$ cat src/rtl/jk_bank_sequencer.sv
// Command sequencer driving J/K excitation into a bank of WIDTH JK flip-flops.
// Define JK_SEQ_WRAP_EN for modulo counting; otherwise up/down counts saturate.
module jk_bank_sequencer #(
  parameter int WIDTH = 4,
  parameter int LEN_W = 8
) (
  input  logic             clk,
  input  logic             rst_n,
  input  logic             cmd_valid,
  output logic             cmd_ready,
  input  logic [1:0]       cmd_op,
  input  logic [WIDTH-1:0] cmd_data,
  input  logic [LEN_W-1:0] cmd_len,
  input  logic             abort,
  input  logic [WIDTH-1:0] q_fb,
  output logic [WIDTH-1:0] j,
  output logic [WIDTH-1:0] k,
  output logic             busy,
  output logic             done
);

  typedef enum logic [1:0] {IDLE, RUN, DONE} state_t;

  localparam logic [1:0] OP_HOLD = 2'b00;
  localparam logic [1:0] OP_UP   = 2'b01;
  localparam logic [1:0] OP_DOWN = 2'b10;
  localparam logic [1:0] OP_LOAD = 2'b11;

  state_t             state_q, state_d;
  logic [1:0]         op_q, op_d;
  logic [WIDTH-1:0]   data_q, data_d;
  logic [LEN_W-1:0]   remaining_q, remaining_d;

  logic [WIDTH-1:0]   upT, dnT;
  logic               upSat, dnSat;

  always_comb begin
    state_d     = state_q;
    op_d        = op_q;
    data_d      = data_q;
    remaining_d = remaining_q;
    case (state_q)
      IDLE: begin
        if (cmd_valid) begin
          op_d   = cmd_op;
          data_d = cmd_data;
          if (cmd_op == OP_LOAD) begin
            remaining_d = LEN_W'(1);
            state_d     = RUN;
          end else if (cmd_len != '0) begin
            remaining_d = cmd_len;
            state_d     = RUN;
          end else begin
            remaining_d = '0;
            state_d     = DONE;
          end
        end
      end
      RUN: begin
        remaining_d = remaining_q - LEN_W'(1);
        if (abort || remaining_q == LEN_W'(1)) begin
          state_d = DONE;
        end
      end
      DONE:    state_d = IDLE;
      default: state_d = IDLE;
    endcase
  end

  always_ff @(posedge clk or negedge rst_n) begin
    if (!rst_n) begin
      state_q     <= IDLE;
      op_q        <= OP_HOLD;
      data_q      <= '0;
      remaining_q <= '0;
    end else begin
      state_q     <= state_d;
      op_q        <= op_d;
      data_q      <= data_d;
      remaining_q <= remaining_d;
    end
  end

  // Toggle enables of a synchronous binary counter: bit i toggles when all lower bits carry/borrow.
  always_comb begin
    upT    = '0;
    dnT    = '0;
    upT[0] = 1'b1;
    dnT[0] = 1'b1;
    for (int i = 1; i < WIDTH; i++) begin
      upT[i] = upT[i-1] & q_fb[i-1];
      dnT[i] = dnT[i-1] & ~q_fb[i-1];
    end
`ifdef JK_SEQ_WRAP_EN
    upSat = 1'b0;
    dnSat = 1'b0;
`else
    upSat = &q_fb;
    dnSat = ~|q_fb;
`endif
  end

  always_comb begin
    j = '0;
    k = '0;
    if (state_q == RUN && !abort) begin
      case (op_q)
        OP_UP: begin
          if (!upSat) begin
            j = upT;
            k = upT;
          end
        end
        OP_DOWN: begin
          if (!dnSat) begin
            j = dnT;
            k = dnT;
          end
        end
        OP_LOAD: begin
          j = data_q;
          k = ~data_q;
        end
        default: begin
          j = '0;
          k = '0;
        end
      endcase
    end
  end

  assign cmd_ready = (state_q == IDLE);
  assign busy      = (state_q == RUN);
  assign done      = (state_q == DONE);

endmodule

$ cat config.mk
export PLATFORM = sky130hd
export DESIGN_NAME = jk_bank_sequencer
export DESIGN_NICKNAME = d
export VERILOG_FILES = /design/src/rtl/jk_bank_sequencer.sv
export SDC_FILE = /design/constraint.sdc
export NUM_CORES = 1
export LEC_CHECK = 0
export BUFFER_PORTS_ARGS = -buffer_cell sky130_fd_sc_hd__buf_2
export CORE_ASPECT_RATIO = 0.6
export CORE_MARGIN = 4
export CORE_UTILIZATION = 51
export CTS_CLUSTER_SIZE = 20
export DETAILED_ROUTE_END_ITERATION = 10
export HOLD_SLACK_MARGIN = 0.06
export PLACE_DENSITY = 0.77
export SYNTH_ARGS = -nofsm -noshare
export SYNTH_HDL_FRONTEND = slang
export SYNTH_SLANG_ARGS = --single-unit
$ cat constraint.sdc
create_clock -name clk -period 1.6 [get_ports clk]
set_clock_uncertainty 0.05 [all_clocks]
set_input_delay 0.24 -clock clk [delete_from_list [all_inputs] [get_ports clk]]
set_output_delay 0.24 -clock clk [all_outputs]
set_load 0.005 [all_outputs]
Word-level counts from Yosys, hierarchy flattened:

Cells that the tools add are included.

* eq/ne operators: 9
* $add $sub $neg: 1
* bitwise logic cells: 8
* muxes and demuxes: 15
* reduce and logical (&&, ||, !) cells: 11

Operators by type and width (number)
* $mux W8: 3
* $pmux W4 S3: 2
* $mux W4: 4
* $pmux W8 S2: 1
* $eq A2 B2 Y1 const B: 4
* $eq A8 B1 Y1 const B: 1
* $mux W2: 4
* $reduce_bool A8 Y1: 1
* $sub A8 B1 Y8 const B: 1
* $reduce_and A2 Y1: 3
* $and A1 B1 Y1: 4
* $eq A2 B1 Y1 const B: 2
* $not A4 Y4: 1
* $pmux W2 S2: 1
* $reduce_and A4 Y1: 1
* $reduce_or A4 Y1: 1
* $not A1 Y1: 3
* $logic_not A2 Y1: 1
* $ne A2 B1 Y1 const B: 1
* $ne A2 B2 Y1 const B: 1
* $reduce_bool A2 Y1: 1
* $logic_and A1 B1 Y1: 1
* $logic_not A1 Y1: 1
* $logic_or A1 B1 Y1: 1

* bits of input ports: 22
* register bits after elaboration: 16
* output and inout port bits: 11
* word-level logic and storage cells: 48

Depth between registers and ports, before layout:

* depth in word-level cells: 6
* gate-level depth with buffers: 5
* gate-level depth less buffers: 5

Worst setup path after synthesis:

OpenSTA, ideal clock, no wires.

* kind: register -> register
* start point: reg remaining_q[0]
* end point: reg remaining_q[6]
* clock period less this slack: 1.505 ns
* path slack: 0.095 ns
* arrival time: 1.322 ns
* setup time: 0.133 ns
* cell stages (with the launch flop): 6
* data required time: 1.417 ns
* buffers on the path: 0
* cells stage by stage: dfrtp_1 > inv_1 > ha_1 > or3b_1 > o311ai_1 > nand3b_1

* longest elaborated chain between the ends: 2

RTL lines
* start, declared: line 32 `logic [LEN_W-1:0] remaining_q, remaining_d;`
* start signal, assigned: line 80 `remaining_q <= remaining_d;`
* $sub A8 B1 Y8: line 60 `remaining_d = remaining_q - LEN_W'(1);`
* $pmux W8 S2: line 42 `case (state_q)`

Every way passes these cells.
A chain may end at the register's enable or synchronous reset.

Worst setup path after layout:

* start point: reg op_q[1]
* end point: out j[0]

* longest elaborated chain between the ends: 3
* elaborated cells on any way between the ends: 5
* those cells by class: eq/ne: 3; mux: 2

RTL lines
* start, declared: line 30 `logic [1:0] op_q, op_d;`
* start signal, assigned: line 78 `op_q <= op_d;`
* $eq A2 B2 Y1 / $eq A2 B1 Y1 (equally long branches): line 107 `case (op_q)`
* $pmux W4 S3 *: line 107
* $mux W4 *: line 106 `if (state_q == RUN && !abort) begin`
* end, declared: line 16 `output logic [WIDTH-1:0] j,`

Mark *: on every way between the ends. The rest lies on a longest branch, timed or not.

==> metrics.cfg <==
[yosys]
synth_cell_type_count = 41
synthTopCellsByCount = nand2_1, dfrtp_1, nand3_1
synth_top_cell_by_area = dfrtp_1
synth-main-ff-cell = dfrtp_1
async_flop_share = 1.000
synth_edf_count = 0
yosysMostFrequentCell = nand2_1
syn_avg_cell_area_um2 = 8.656
netlist_instances = 134
synth-seq-area-share = 0.3452
synth_nets = 158
ys_ff_latch = 16
syn_area_mm2 = 0.001160
synth_warnings = 0
yosysTopAreaCellShare = 0.3452
synth.area.top_cells = dfrtp_1, nand2_1, nand3_1

[place]
dpl.hpwl_mm = 2.291
port_buffers = 32
pre_cts_ws_ns = 0.02339
place_congestion = 0.8819
dp_cells = 197

[floorplan]
die_w_um = 69.57
die_area_mm2 = 0.003126
start_util = 0.5361
io_pins = 33
num_rows = 13
die_h_um = 44.94
core_area_mm2 = 0.002163

[routing]
vias = 1244
first_pass_iters = 4
viasPerCell = 5.981
wl_per_cell_um = 15.85
route.final.wire_length_mm = 3.296
post-route-drc-count = 0
drtIter0Drc = 71
ant_nets = 0

[sta]
finalSetupViolCount = 8
hold_viol_final = 0
max_freq_mhz = 570.9
hold_ws_ns = 0.1318
period_minus_slack_ns = 1.752
slew_headroom = 0.6612
tightest_slew_ns = 0.5036
timing.final.ws_setup_ns = -0.1516
slew_violations = 0
rsz0062_at_grt = true
tns_ns = -0.8946
min_period_over_period = 1.095

[critical_path]
cp.buffers_inverters = 2
reg2reg_setup_slack_ns = 0.05
crit_required_ns = 1.31
critPathArrivalTime_ns = 1.46
critPathCaptureType = output pin
crit_family = flip-flops
path_class = reg2out
crit_chain = buf_6, o41a_1, mux2i_2, a21oi_1, buf_2
worst_r2r_endpoint = remaining_q[6]
cp-start-kind = register
path_max_fanout = 6
slowest_stage = dfrtp_2
rr_worst_depth = 5
r2r-start = remaining_q[1]
cp-startpoint = op_q[1]
cpPeakStageDelay_ns = 0.45

[global_routing]
grt_pass1_vias = 1134
grt_usage = 0.2138
grt_pass1_wl_mm = 5.195
grt_overflow = 0
grt_max_degree = 17
antenna_found_initial = 0

[layout]
stdcell_count = 208
drive_above_1_share = 0.4101
nFillCells = 153
area_growth_syn_to_layout_pct = 34.41
nets = 204
antenna_cells = 0

[min_path]
worstHoldStart = cmd_data[2]
hp-class = in2reg
min_to = data_q[2]
min_path_cells = 3

[run]
drv_cap = 0

[power]
powerDensity_mw_per_mm2 = 1747
ir_drop_mv = 1.085
p_leak_uw = 0.0007018

[outcome]
status = complete, but fails checks
violations = negative setup slack

[clock_tree]
h-tree-depth = 1
clk_pin_slew_ns = 0.06
cts.sinks = 16
tritoncts = built
cts_buffers = 3
cts_buffer_depth = 2
root_buffer = clkbuf_8
clock_latency_ns = 0.25

sequential cells by signal, indices dropped and copies added (netlist names):
| name | flops |
|---|---|
| op_q | 2 |
| remaining_q | 8 |
| state_q | 2 |
| data_q | 4 |
layout by cell type (no fill, tap or decap), drive strengths merged, types with 3 or more instances in the layout:
cell type / netlist / final
buf: 6 / 47
nand2: 23 / 23
dfrtp: 16 / 16
nand3: 12 / 12
a21oi: 9 / 9
inv: 6 / 6
nor3b: 6 / 6
nor2: 4 / 4
nor2b: 4 / 4
or2: 4 / 4
a32oi: 4 / 4
o211ai: 3 / 3
clkbuf: 1 / 3
a41oi: 3 / 3
cell families after synthesis:
kind of cell               Yosys count  share of synthesized area
buffers and inverters               13                    0.06148
adders and majority gates            2                    0.02157
and+or+nand+nor                     70                     0.3549
AOI/OAI and AO/OA                   32                     0.2082
DFF                                 16                     0.3452
muxes                                1                   0.008630
routing by layer:
layer / track usage / share of wire
met1: 0.2967 / 0.45
met2: 0.3504 / 0.46
met3: 0.07111 / 0.085
met4: 0.003891 / 0
met5: 0 / 0
final cells by class:
cell class,count,area (µm²),share of cell area
Multi-Input combinational cell,105,745.7,0.4783
Sequential cell,16,405.4,0.2600
Timing Repair Buffer,48,306.5,0.1966
Clock buffer,3,41.29,0.02648
Tap cell,30,37.54,0.02408
Inverter,6,22.52,0.01445
per-stage QoR:
| step | power [µW] | utilization | area [µm²] |
|---|---|---|---|
| finish | 2723 | 0.7206 | 1559 |
| global route | 2919 | 0.7206 | 1559 |
| CTS | 2641 | 0.7085 | 1533 |
| detailed placement | 2113 | 0.6385 | 1381 |
| global placement | 2074 | 0.6385 | 1381 |
| floorplan | 1717 | - | 1160 |
worst max-delay path by stage:
stage / to / slack, ns / cells past startpoint
5_1_grt: j[0] / -0.19 / 5
3_5_place_dp: remaining_q[6] / 0.02 / 5
4_1_cts: j[2] / -0.08 / 5
3_3_place_gp: remaining_q[6] / 0.04 / 5
6_report: j[0] / -0.15 / 5
2_1_floorplan: remaining_q[6] / 0.09 / 5
worst register-to-register path, delay by kind of cell (launching register included):
family | cells | cell delay [ns]
simple gates | 2 | 0.51
flops | 1 | 0.40
compound gates | 1 | 0.22
fa+ha+maj | 1 | 0.17
buf+inv | 1 | 0.08
where the power goes:
group	internal, µW	leakage, µW	total, µW	switching (µW)
Sequential	613	0.000194	869	256
Clock	167	0.0000216	302	135
Combinational	788	0.000486	1550	764
Total	1570	0.000702	2720	1160
timing repair:
action                     in CTS  in global routing
setup endpoints to repair       8                 10
hold endpoints to repair       16                  0
buffers inserted                7                  0
resized for setup              14                  6
hold buffers                    1                  0
pin swaps                       4                  3
Note: power is estimated with default switching activity, not from simulation.
